`src/rtl/audio_arbiter_if.sv`:
```
// DAC frame handshake between the audio arbiter and the serial DAC shifter.
// The master side issues frames; the slave side reports when shifting has finished.
interface audio_arbiter_if;
   logic        dac_start;
   logic [11:0] dac_word;
   logic [1:0]  src;
   logic        dac_done;

   modport master (
      output dac_start,
      output dac_word,
      output src,
      input  dac_done
   );

   modport slave (
      input  dac_start,
      input  dac_word,
      input  src,
      output dac_done
   );
endinterface

```
`src/rtl/audio_arbiter.sv`:
```
// Pong audio sequencer: picks song, collision tone or silence for each DAC frame
// and paces frames into the serializer with a one-deep pending sample.
module audio_arbiter #(
   parameter logic [3:0]  WIN_SCORE    = 4'd11,
   parameter logic [15:0] TONE_SAMPLES = 16'd2000,
   parameter logic [11:0] SILENCE_CODE = 12'h000
) (
   input  logic                   clk,
   input  logic                   reset,
   input  logic                   sample_tick,
   input  logic                   did_collide,
   input  logic [3:0]             p1_score,
   input  logic [3:0]             p2_score,
   input  logic [11:0]            nco_data,
   input  logic [11:0]            adc_data,
   audio_arbiter_if.master        dac,
   output logic [7:0]             dropped
);

   typedef enum logic [1:0] {
      IDLE = 2'd0,
      LOAD = 2'd1,
      BUSY = 2'd2
   } state_t;

   state_t      state_reg, state_next;
   logic        pending_reg, pending_next;
   logic [7:0]  dropped_reg, dropped_next;
   logic [15:0] tone_cnt_reg, tone_cnt_next;
   logic        dac_start_reg;
   logic [11:0] dac_word_reg, dac_word_next;
   logic [1:0]  src_reg, src_next;

   logic        load_now;
   logic        drop_evt;
   logic        game_over;
   logic        tone_active;

   assign game_over   = (p1_score == WIN_SCORE) || (p2_score == WIN_SCORE);
   assign tone_active = (tone_cnt_reg != 16'd0);

   // State register and all registered outputs
   always_ff @(posedge clk) begin
      if (reset) begin
         state_reg     <= IDLE;
         pending_reg   <= 1'b0;
         dropped_reg   <= 8'd0;
         tone_cnt_reg  <= 16'd0;
         dac_start_reg <= 1'b0;
         dac_word_reg  <= SILENCE_CODE;
         src_reg       <= 2'd0;
      end else begin
         state_reg     <= state_next;
         pending_reg   <= pending_next;
         dropped_reg   <= dropped_next;
         tone_cnt_reg  <= tone_cnt_next;
         dac_start_reg <= load_now;
         dac_word_reg  <= dac_word_next;
         src_reg       <= src_next;
      end
   end

   // Next state; load_now marks the edge that enters LOAD and launches a frame
   always_comb begin
      state_next   = state_reg;
      pending_next = pending_reg;
      load_now     = 1'b0;
      drop_evt     = 1'b0;
      case (state_reg)
         IDLE: begin
            if (sample_tick) begin
               state_next = LOAD;
               load_now   = 1'b1;
            end
         end
         LOAD: begin
            state_next = BUSY;
            if (sample_tick) begin
               drop_evt     = pending_reg;
               pending_next = 1'b1;
            end
         end
         BUSY: begin
            if (dac_start_reg == 1'b0 && dac.dac_done) begin
               if (pending_reg || sample_tick) begin
                  // A pending sample is consumed here; a fresh tick only stays
                  // pending if an older one is being consumed this cycle.
                  state_next   = LOAD;
                  load_now     = 1'b1;
                  pending_next = pending_reg && sample_tick;
               end else begin
                  state_next = IDLE;
               end
            end else if (sample_tick) begin
               drop_evt     = pending_reg;
               pending_next = 1'b1;
            end
         end
         default: begin
            state_next   = IDLE;
            pending_next = 1'b0;
         end
      endcase

      dropped_next = dropped_reg;
      if (drop_evt && (dropped_reg != 8'hFF)) begin
         dropped_next = dropped_reg + 8'd1;
      end
   end

   // Source selection and tone length bookkeeping
   always_comb begin
      dac_word_next = dac_word_reg;
      src_next      = src_reg;
      if (load_now) begin
         if (game_over) begin
            dac_word_next = {~adc_data[11], adc_data[10:0]};
            src_next      = 2'd2;
         end else if (tone_active) begin
            dac_word_next = nco_data;
            src_next      = 2'd1;
         end else begin
            dac_word_next = SILENCE_CODE;
            src_next      = 2'd0;
         end
      end

      tone_cnt_next = tone_cnt_reg;
      if (game_over) begin
         tone_cnt_next = 16'd0;
      end else if (did_collide) begin
         tone_cnt_next = TONE_SAMPLES;
      end else if (load_now && tone_active) begin
         tone_cnt_next = tone_cnt_reg - 16'd1;
      end
   end

   assign dac.dac_start = dac_start_reg;
   assign dac.dac_word  = dac_word_reg;
   assign dac.src       = src_reg;
   assign dropped       = dropped_reg;

endmodule
```
`src/flat_wrapper.sv`:
```
// flat-port wrapper written by rule: the top's interface ports become plain ports
module audio_arbiter_flat 
#(
   parameter logic [3:0]  WIN_SCORE    = 4'd11,
   parameter logic [15:0] TONE_SAMPLES = 16'd2000,
   parameter logic [11:0] SILENCE_CODE = 12'h000
)
  (clk, reset, sample_tick, did_collide, p1_score, p2_score, nco_data, adc_data, dropped, dac_dac_start, dac_dac_word, dac_src, dac_dac_done);
  audio_arbiter_if dac_i ();
  input  logic clk;
  input  logic reset;
  input  logic sample_tick;
  input  logic did_collide;
  input  logic [3:0] p1_score;
  input  logic [3:0] p2_score;
  input  logic [11:0] nco_data;
  input  logic [11:0] adc_data;
  output logic [7:0] dropped;
  output wire logic [$bits(dac_i.dac_start)-1:0] dac_dac_start;
  output wire logic [$bits(dac_i.dac_word)-1:0] dac_dac_word;
  output wire logic [$bits(dac_i.src)-1:0] dac_src;
  input wire logic [$bits(dac_i.dac_done)-1:0] dac_dac_done;
  assign dac_dac_start = dac_i.dac_start;
  assign dac_dac_word = dac_i.dac_word;
  assign dac_src = dac_i.src;
  assign dac_i.dac_done = dac_dac_done;
  audio_arbiter #(.WIN_SCORE(WIN_SCORE), .TONE_SAMPLES(TONE_SAMPLES), .SILENCE_CODE(SILENCE_CODE)) u_core (.clk(clk), .reset(reset), .sample_tick(sample_tick), .did_collide(did_collide), .p1_score(p1_score), .p2_score(p2_score), .nco_data(nco_data), .adc_data(adc_data), .dac(dac_i), .dropped(dropped));
endmodule
```
`config.mk`:
```
export PLATFORM = sky130hd
export DESIGN_NAME = audio_arbiter_flat
export DESIGN_NICKNAME = d
export VERILOG_FILES = /design/src/rtl/audio_arbiter_if.sv /design/src/rtl/audio_arbiter.sv /design/src/flat_wrapper.sv
export SDC_FILE = /design/constraint.sdc
export NUM_CORES = 1
export LEC_CHECK = 0
export ABC_AREA = 0
export CAP_MARGIN = 0
export CORE_MARGIN = 2
export CORE_UTILIZATION = 32
export DETAILED_ROUTE_END_ITERATION = 8
export SYNTH_ARGS = -nofsm -noshare
export SYNTH_HDL_FRONTEND = slang
export SYNTH_SLANG_ARGS = --single-unit
```
`constraint.sdc`:
```
create_clock -name clk -period 3.09 [get_ports clk]
set_clock_uncertainty 0.05 [all_clocks]
set_input_delay 0.927 -clock clk [delete_from_list [all_inputs] [get_ports clk]]
set_output_delay 0.927 -clock clk [all_outputs]
set_load 0.02 [all_outputs]
```
## After elaboration in Yosys (flattened, before gate mapping)

Index checks and enable logic that the tools add are counted.

- ROM bits: 0
- Bits in latches: 0
- Output and inout port bits: 23
- RAM bits: 0
- Register bits: 42
- Bits of input ports: 37
- Word-level logic and storage cells: 55
- Memories: 0

- $add $sub $neg: 2
- Equal/unequal tests: 8
- Shift-type cells: 0
- Reduce and logical (&&, ||, !) cells: 13
- Order comparisons: 0
- Multiplexer cells: 21
- Multipliers: 0
- Div/mod/pow operators: 0
- Bitwise logic cells: 3

Operators by type and width:

| operator | number |
|---|---|
| $mux 12 | 2 |
| $mux 11 | 2 |
| $reduce_bool 16->1 | 1 |
| $sub 16x1->16 const B | 1 |
| $mux 1 | 10 |
| $add 8x1->8 const B | 1 |
| $eq 4x4->1 const B | 2 |
| $ne 8x8->1 const B | 1 |
| $mux 2 | 3 |
| $pmux 2 s3 | 1 |
| $logic_and 1x1->1 | 4 |
| $pmux 1 s2 | 2 |
| $reduce_and 2->1 | 2 |
| $ne 3x3->1 const B | 1 |
| $not 1->1 | 3 |
| $pmux 1 s3 | 1 |
| $reduce_or 3->1 | 1 |
| $eq 2x1->1 const B | 1 |
| $eq 2x2->1 const B | 1 |
| $logic_not 2->1 | 1 |
| $logic_or 1x1->1 | 2 |
| $ne 2x1->1 const B | 1 |
| $ne 2x2->1 const B | 1 |
| $reduce_bool 2->1 | 1 |
| $reduce_or 2->1 | 1 |

## Depth between registers and ports, before layout

Gate-level depths: netlist (run 1).

- Word-level depth: 7
- Mapped depth: 8

## Worst setup path before layout (run 1)

Ideal clock, no wire load.

- Path type: in2reg
- Start point: input port dac_dac_done
- End point: register u_core.dropped_reg[5] (netlist: u_core.dropped[5])
- Buffers on the path: 0
- Setup time: 0.123 ns
- Arrival: 2.003 ns
- Required time: 2.917 ns
- Stages on the path: 5
- Setup slack: 0.913 ns
- Cells stage by stage: nand2b_2 -> a21oi_1 -> a2111oi_4 -> nand4_1 -> mux2_1

- Word-level cells in the longest chain between the ends: 4

Ends and longest elaborated chain:

| element | RTL line | source |
|---|---|---|
| start, declared | flat_wrapper.sv:22 | `input wire logic [$bits(dac_i.dac_done)-1:0] dac_dac_done;` |
| $logic_and 1x1->1 | audio_arbiter.sv:84 | `if (dac_start_reg == 1'b0 && dac.dac_done) begin` |
| $mux 1 | audio_arbiter.sv:84 |  |
| $pmux 1 s2 | audio_arbiter.sv:69 | `case (state_reg)` |
| $logic_and 1x1->1 | audio_arbiter.sv:106 | `if (drop_evt && (dropped_reg != 8'hFF)) begin` |
| end signal, assigned | audio_arbiter.sv:55 | `dropped_reg <= dropped_next;` |
| end, declared | audio_arbiter.sv:28 | `logic [7:0] dropped_reg, dropped_next;` |

No other way between the ends.
A chain may end at the register's enable or synchronous reset.

## Final worst setup path (run 1)

- Start point: input port sample_tick
- End point: register u_core.tone_cnt_reg[5]

- Word-level cells in the longest chain between the ends: 5
- Elaborated cells between the ends (all ways): 6
- Classes of those cells: mux: 4; reduce/logical: 2

Ends and longest elaborated chain:

| element | RTL line | source |
|---|---|---|
| start, declared | flat_wrapper.sv:12 | `input logic sample_tick;` |
| $logic_or 1x1->1 | audio_arbiter.sv:85 | `if (pending_reg \|\| sample_tick) begin` |
| $mux 1 | audio_arbiter.sv:85 |  |
| $mux 1 | audio_arbiter.sv:84 |  |
| $pmux 1 s2 (*) | audio_arbiter.sv:69 |  |
| $logic_and 1x1->1 (*) | audio_arbiter.sv:133 | `end else if (load_now && tone_active) begin` |
| end signal, assigned | audio_arbiter.sv:56 | `tone_cnt_reg <= tone_cnt_next;` |
| end, declared | audio_arbiter.sv:29 | `logic [15:0] tone_cnt_reg, tone_cnt_next;` |

Mark *: on every way between the ends. The rest lies on a longest branch, timed or not.

==> summary.md, run 1 <==
| Metric | Value |
|---|---|
| All-Layer GR Usage | `0.1422` |
| Initial antenna violation count | `0` |
| CP cell instances | `clkdlybuf4s50_1 > o21ai_2 > o21ai_2 > buf_4 > o2111ai_1 > xor2_1 > nor2_1` |
| Num ports | `60` |
| Placed insts | `395` |
| Vias in the first global route | `1915` |
| Reg2reg end | `u_core.dropped[5]` |
| CTS tree | `yes` |
| CP peak stage delay | `0.58 ns` |
| Final HPWL DP | `3903 µm` |
| Proportion of synthesized area in mux cells | `0.01399` |
| Share of layout cells above drive strength 1 | `0.1270` |
| PortBufs | `59` |
| DRT Pass-1 Iters | `4` |
| Fin nets | `349` |
| Layout area overhead | `36.43%` |
| Final Max Tran Viols | `0` |
| Simple-gate share of the synthesized area | `0.2720` |
| # clock sinks | `42` |
| CTS resizes | `0` |
| Initial Util | `0.3291` |
| Floorplan Core Area | `0.006794 mm²` |
| Post-Synthesis Cells | `242` |
| Yosys reg bits | `42` |
| Peak supply drop | `0.1969 mV` |
| Leakage power | `1.105 nW` |
| Post-CTS setup buffers | `0` |
| Final Cycle Share | `0.8091` |
| Min Tclk post-route | `2.500 ns` |
| Initial DRC count | `41` |
| Largest register FFs | `16` |
| # diodes | `0` |
| Cell seen most often among critical-path stages | `o21ai_2` |
| Max Fclk | `0.4000 GHz` |
| Slowest cell on crit path | `clkdlybuf4s50_1` |
| Status | `completed` |
| CP top delay family | `buffers and inverters` |
| Post-synthesis adder-cell area fraction | `0.03358` |
| Area of the multi-input gates | `0.001323 mm²` |
| Worst-skew pair later-pin latency | `0.29 ns` |
| Post-Syn Nets | `285` |
| Crit Path Class | `input port to flip-flop` |
| Hold Buf Count CTS | `0` |
| Die Ht | `87.59 µm` |
| Final-report hold violation count | `0` |
| Worst slew margin | `0.6805` |
| Arrival @ worst endpoint | `2.62 ns` |
| Origin of the critical flop-to-flop path | `u_core.state_reg[0]` |
| Final setup viols | `0` |
| Register area share after synthesis | `0.3760` |
| Via density | `4.804` |
| RePlAce Congestion | `0.8125` |
| Worst Tran Pin Value | `0.4793 ns` |
| Remaining global-route overflow | `0` |
| Sequential cell area | `840.8 µm²` |
| Worst R2R Path Depth | `6` |
| Drt total wl | `5227 µm` |
| Clock transition at the registers of the reported paths | `0.08 ns` |
| FF-to-FF setup slack | `1.11 ns` |
| Crit. End Element | `flip-flop` |
| Critical Path Source | `sample_tick` |
| Num CTS Buffers | `5` |
| Pwr Density | `514.8 mW/mm²` |
| # DRC | `0` |
| Buf+Inv Stages, Crit Path | `2` |
| Largest family of logic cells by synthesized area | `simple AND/OR/NAND/NOR gates` |
| Synth Area per Inst | `9.239 µm²` |
| CTS HTree Levels | `2` |
| Setup TNS Final | `0 ns` |
| Clk root buf | `clkbuf_8` |
| Die X | `87.59 µm` |
| Via count | `1936` |
| Cell depth of the worst setup path | `7` |
| Fill count | `679` |
| Final Instance Count excl. Fillers | `403` |
| Worst Setup Start Kind | `input port` |
| Max Cap Viol | `0` |
| Ranking of synthesized cells by area | `dfxtp_1 (38%), nor2_1 (5.9%), o2bb2ai_1 (4.7%), a21oi_1 (4.5%), xnor2_1 (3.9%)` |
| Hold crit path type | `flip-flop to flip-flop` |
| Post-synthesis compound-gate area fraction | `0.2054` |
| Synth top area share | `0.3760` |
| YS warnings | `0` |
| Area leader, netlist | `dfxtp_1` |
| Critical Path RT | `3.21 ns` |
| Max clock buf depth | `2` |
| Critical path peak fanout | `8` |
| Row cnt | `30` |
| Post-Synth XOR/XNOR Area | `0.06659` |
| Yosys cell types | `46` |
| Crit path to | `u_core.tone_cnt_reg[5]` |
| Full die area | `0.007672 mm²` |
| Post-route ant nets | `0` |
| RSZ-0062 raised after global routing | `false` |
| Routed length per instance | `12.97 µm` |
| Post-Syn Area | `0.002236 mm²` |
| First-pass GRT wire length | `8790 µm` |
| Largest net degree at the start of global routing | `31` |
Yosys cell counts, drive strengths merged:
library cell  count
o2111ai           3
mux2i             2
a2111oi           2
a211oi            2
a31o              3
nor2             37
nor3             13
mux2              1
ha                6
clkbuf            5
nand2             8
o2bb2ai          12
nor2b             4
nand4             5
or4               2
buf               5
nor4              3
inv               8
xor2              7
a21oi            20
o211ai            4
a2bb2oi           1
o21a              6
and3             12
xnor2            10
nor4b             2
nand2b            1
dfxtp            42
or3               3
nand4b            3
nor3b             1
o21ai             4
nand3             5
worst min path at each step:
stage,start,endpoint,cells after the start
6_report,u_core.dac.src[0],u_core.dac.src[0],1
5_1_grt,u_core.dac.src[0],u_core.dac.src[0],1
4_1_cts,u_core.dac.src[0],u_core.dac.src[0],1
3_5_place_dp,u_core.dac.src[0],u_core.dac.src[0],1
2_1_floorplan,u_core.tone_cnt_reg[1],u_core.tone_cnt_reg[1],2
3_3_place_gp,u_core.dac.src[0],u_core.dac.src[0],1
cells in the final DEF (no fill, tap or decap), types with 2 or more instances in the layout:
cell type / n
or3_1: 3
dfxtp_1: 42
nand3_4: 2
o21a_1: 6
xnor2_1: 10
or4_4: 2
o211ai_1: 2
mux2i_1: 2
nand4_1: 5
o211ai_2: 2
and3_1: 12
o2111ai_1: 2
nor3_2: 4
nand3_1: 3
a21oi_1: 20
nor3_1: 8
nor2_1: 35
o21ai_2: 2
inv_1: 8
ha_1: 6
buf_4: 8
nand4b_1: 3
nor4_1: 2
clkbuf_8: 5
a31o_1: 3
xor2_1: 7
clkdlybuf4s50_1: 59
nor2_2: 2
nor2b_1: 4
o2bb2ai_1: 12
nand2_1: 8
report_power, final:
| group | switching (mW) | internal [mW] | leakage [nW] |
|---|---|---|---|
| logic | 0.304 | 0.267 | 0.717 |
| registers | 0.0517 | 0.598 | 0.343 |
| clock network | 0.190 | 0.160 | 0.0452 |
| total | 0.546 | 1.02 | 1.11 |
final cells by class:
type                       instances  area share
multi-input combinational        182      0.4336
inverter                           8    0.009844
clock inverter                     2    0.004512
clock buffer                       6     0.02379
timing repair buffer              67      0.2133
sequential                        42      0.2756
tap                               96     0.03938
cell families (layout without fill, tap and decap cells):
kind of cell | after synthesis | in the layout
xor+xnor | 17 | 17
flops | 42 | 42
buf+inv | 18 | 83
fa+ha+maj | 6 | 6
compound gates | 57 | 57
simple gates | 99 | 99
mux | 3 | 3
layer usage:
layer,up-vias,GRT usage,share of wire
met3,4,0.04430,0.047
li1,1004,-,-
met5,-,0,0
met1,890,0.1849,0.47
met4,0,0.03916,0.0096
met2,38,0.2287,0.47
metrics by stage:
stage / util / setup WS, ns / instance area [µm²] / hold slack [ns] / power, mW
5_1_grt: 0.4490 / 0.4755 / 3050 / 0.4544 / 1.674
2_1_floorplan: - / 0.9133 / 2236 / 0.4251 / 1.030
6_report: 0.4490 / 0.5898 / 3050 / 0.4331 / 1.570
3_3_place_gp: 0.4363 / 0.3233 / 2964 / 0.4276 / 1.230
3_5_place_dp: 0.4363 / 0.2944 / 2964 / 0.4223 / 1.236
4_1_cts: 0.4490 / 0.6203 / 3050 / 0.4362 / 1.597
Note: power is estimated with default switching activity, not from simulation.
==> inputs of run 2 (changes only) <==
==> constraint.sdc (replaced) <==
create_clock -name clk -period 2.05 [get_ports clk]
set_clock_uncertainty 0.05 [all_clocks]
set_input_delay 0.615 -clock clk [delete_from_list [all_inputs] [get_ports clk]]
set_output_delay 0.615 -clock clk [all_outputs]
set_load 0.02 [all_outputs]
==> summary.md, run 2 (same netlist as run 1, synthesis figures left out) <==
| Metric | Value |
|---|---|
| Leakage power | `1.282 nW` |
| Critical Path RT | `1.38 ns` |
| CP peak stage delay | `0.63 ns` |
| Drt total wl | `5419 µm` |
| Clk root buf | `clkbuf_8` |
| CTS HTree Levels | `2` |
| # diodes | `0` |
| Full die area | `0.007672 mm²` |
| Floorplan Core Area | `0.006794 mm²` |
| Met1 GRT Util | `0.1787` |
| Slowest cell on crit path | `clkdlybuf4s50_1` |
| Sequential cell area | `843.3 µm²` |
| Max Cap Viol | `0` |
| CTS tree | `yes` |
| DRT Pass-1 Iters | `4` |
| Setup WS pre-CTS | `-0.3507 ns` |
| Vias in the first global route | `2022` |
| Final Cycle Share | `0.9685` |
| Routed length per instance | `12.90 µm` |
| Final-report hold violation count | `0` |
| Initial Util | `0.3291` |
| Setup WS post-layout | `0.06453 ns` |
| Area of the multi-input gates | `0.001354 mm²` |
| Most frequent cells in the layout | `clkdlybuf4s50_1 (52), dfxtp_1 (40), nor2_1 (35), buf_4 (23), a21oi_1 (19)` |
| RSZ-0062 raised after global routing | `false` |
| Post-CTS setup buffers | `0` |
| Crit. End Element | `output port` |
| Num ports | `60` |
| Worst Tran Pin Value | `0.3644 ns` |
| RePlAce Congestion | `0.7950` |
| Largest register FFs | `16` |
| Share of layout cells above drive strength 1 | `0.1944` |
| Crit Path Class | `flip-flop to output port` |
| Fill count | `695` |
| Final Max Tran Viols | `0` |
| Met3 Usage GRT | `0.03393` |
| Die X | `87.59 µm` |
| Via count | `2016` |
| CP cell instances | `clkdlybuf4s50_1` |
| Initial DRC count | `71` |
| Status | `completed` |
| Global route hottest layer | `met2` |
| Row cnt | `30` |
| Remaining global-route overflow | `0` |
| Critical path peak fanout | `4` |
| First-pass GRT wire length | `8873 µm` |
| Via density | `4.800` |
| Hold crit path type | `flip-flop to flip-flop` |
| CP top delay family | `buffers and inverters` |
| Worst Setup Start Kind | `flip-flop` |
| Num CTS Buffers | `5` |
| Die Ht | `87.59 µm` |
| Largest net degree at the start of global routing | `19` |
| Pwr Density | `763.1 mW/mm²` |
| Hold Buf Count CTS | `0` |
| Fin nets | `366` |
| Post-route ant nets | `0` |
| Core Util, Final | `0.4788` |
| All-Layer GR Usage | `0.1446` |
| Worst-skew pair later-pin latency | `0.30 ns` |
| Most common cell after layout, fill and taps aside | `clkdlybuf4s50_1` |
| Layout area overhead | `45.50%` |
| Initial antenna violation count | `0` |
| Peak supply drop | `0.3234 mV` |
| PortBufs | `59` |
| Met2 GRT Util | `0.2528` |
| Max clock buf depth | `2` |
| Worst slew margin | `0.7545` |
| Max Fclk | `0.5037 GHz` |
| Final HPWL DP | `4099 µm` |
| Clock transition at the registers of the reported paths | `0.09 ns` |
| Buf+Inv Stages, Crit Path | `1` |
| Min Tclk post-route | `1.985 ns` |
| Final setup viols | `0` |
| # clock sinks | `42` |
| # DRC | `0` |
| Arrival @ worst endpoint | `1.32 ns` |
run 2: through the flow:
| step | hold WS [ns] | power, mW | area [µm²] | instances | TNS, ns |
|---|---|---|---|---|---|
| 2_1_floorplan | 0.4251 | 1.553 | 2236 | 242 | 0 |
| 3_3_place_gp | 0.4064 | 1.925 | 3117 | 412 | -10.63 |
| 3_5_place_dp | 0.4117 | 1.928 | 3117 | 412 | -11.47 |
| 4_1_cts | 0.4447 | 2.506 | 3214 | 420 | 0 |
| 5_1_grt | 0.4693 | 2.637 | 3253 | 420 | 0 |
| 6_report | 0.4425 | 2.482 | 3253 | 420 | 0 |
run 2: layer usage:
layer  part of all wire  up-vias  routed length (µm)
li1                   -     1040                   -
met1               0.47      936                2552
met2               0.48       34                2593
met3              0.039        6                 214
met4              0.011        0                  57
met5                  0        -                   0
run 2: worst paths after layout:
| check | startpoint | to | slack, ns | cells past startpoint |
|---|---|---|---|---|
| worst max-delay path | u_core.dropped[6] | dropped[6] | 0.06 | 1 |
| worst min-delay path | u_core.dac.src[0] | u_core.dac.src[0] | 0.44 | 1 |
| worst max register to register | u_core.state_reg[0] | u_core.dropped[5] | 0.16 | 6 |
| worst min register to register | u_core.dac.src[0] | u_core.dac.src[0] | 0.44 | 1 |
run 2: repair_timing:
| action | 4_1_cts | 5_1_grt |
|---|---|---|
| pin swaps | 0 | 2 |
| resized for setup | 3 | 12 |
| endpoints found under the setup margin | 22 | 15 |
| hold endpoints to repair | 0 | 0 |
run 2: power breakdown:
group / total (mW) / switching (mW) / internal (mW)
logic: 0.946 / 0.482 / 0.464
clock network: 0.554 / 0.310 / 0.244
registers: 0.982 / 0.0783 / 0.904
run 2: layout make-up:
type	count	share of cell area
clock inverter	3	0.007308
multi-input combinational	182	0.4162
inverter	8	0.009231
clock buffer	5	0.02115
timing repair buffer	84	0.2500
tap	96	0.03692
sequential	42	0.2592
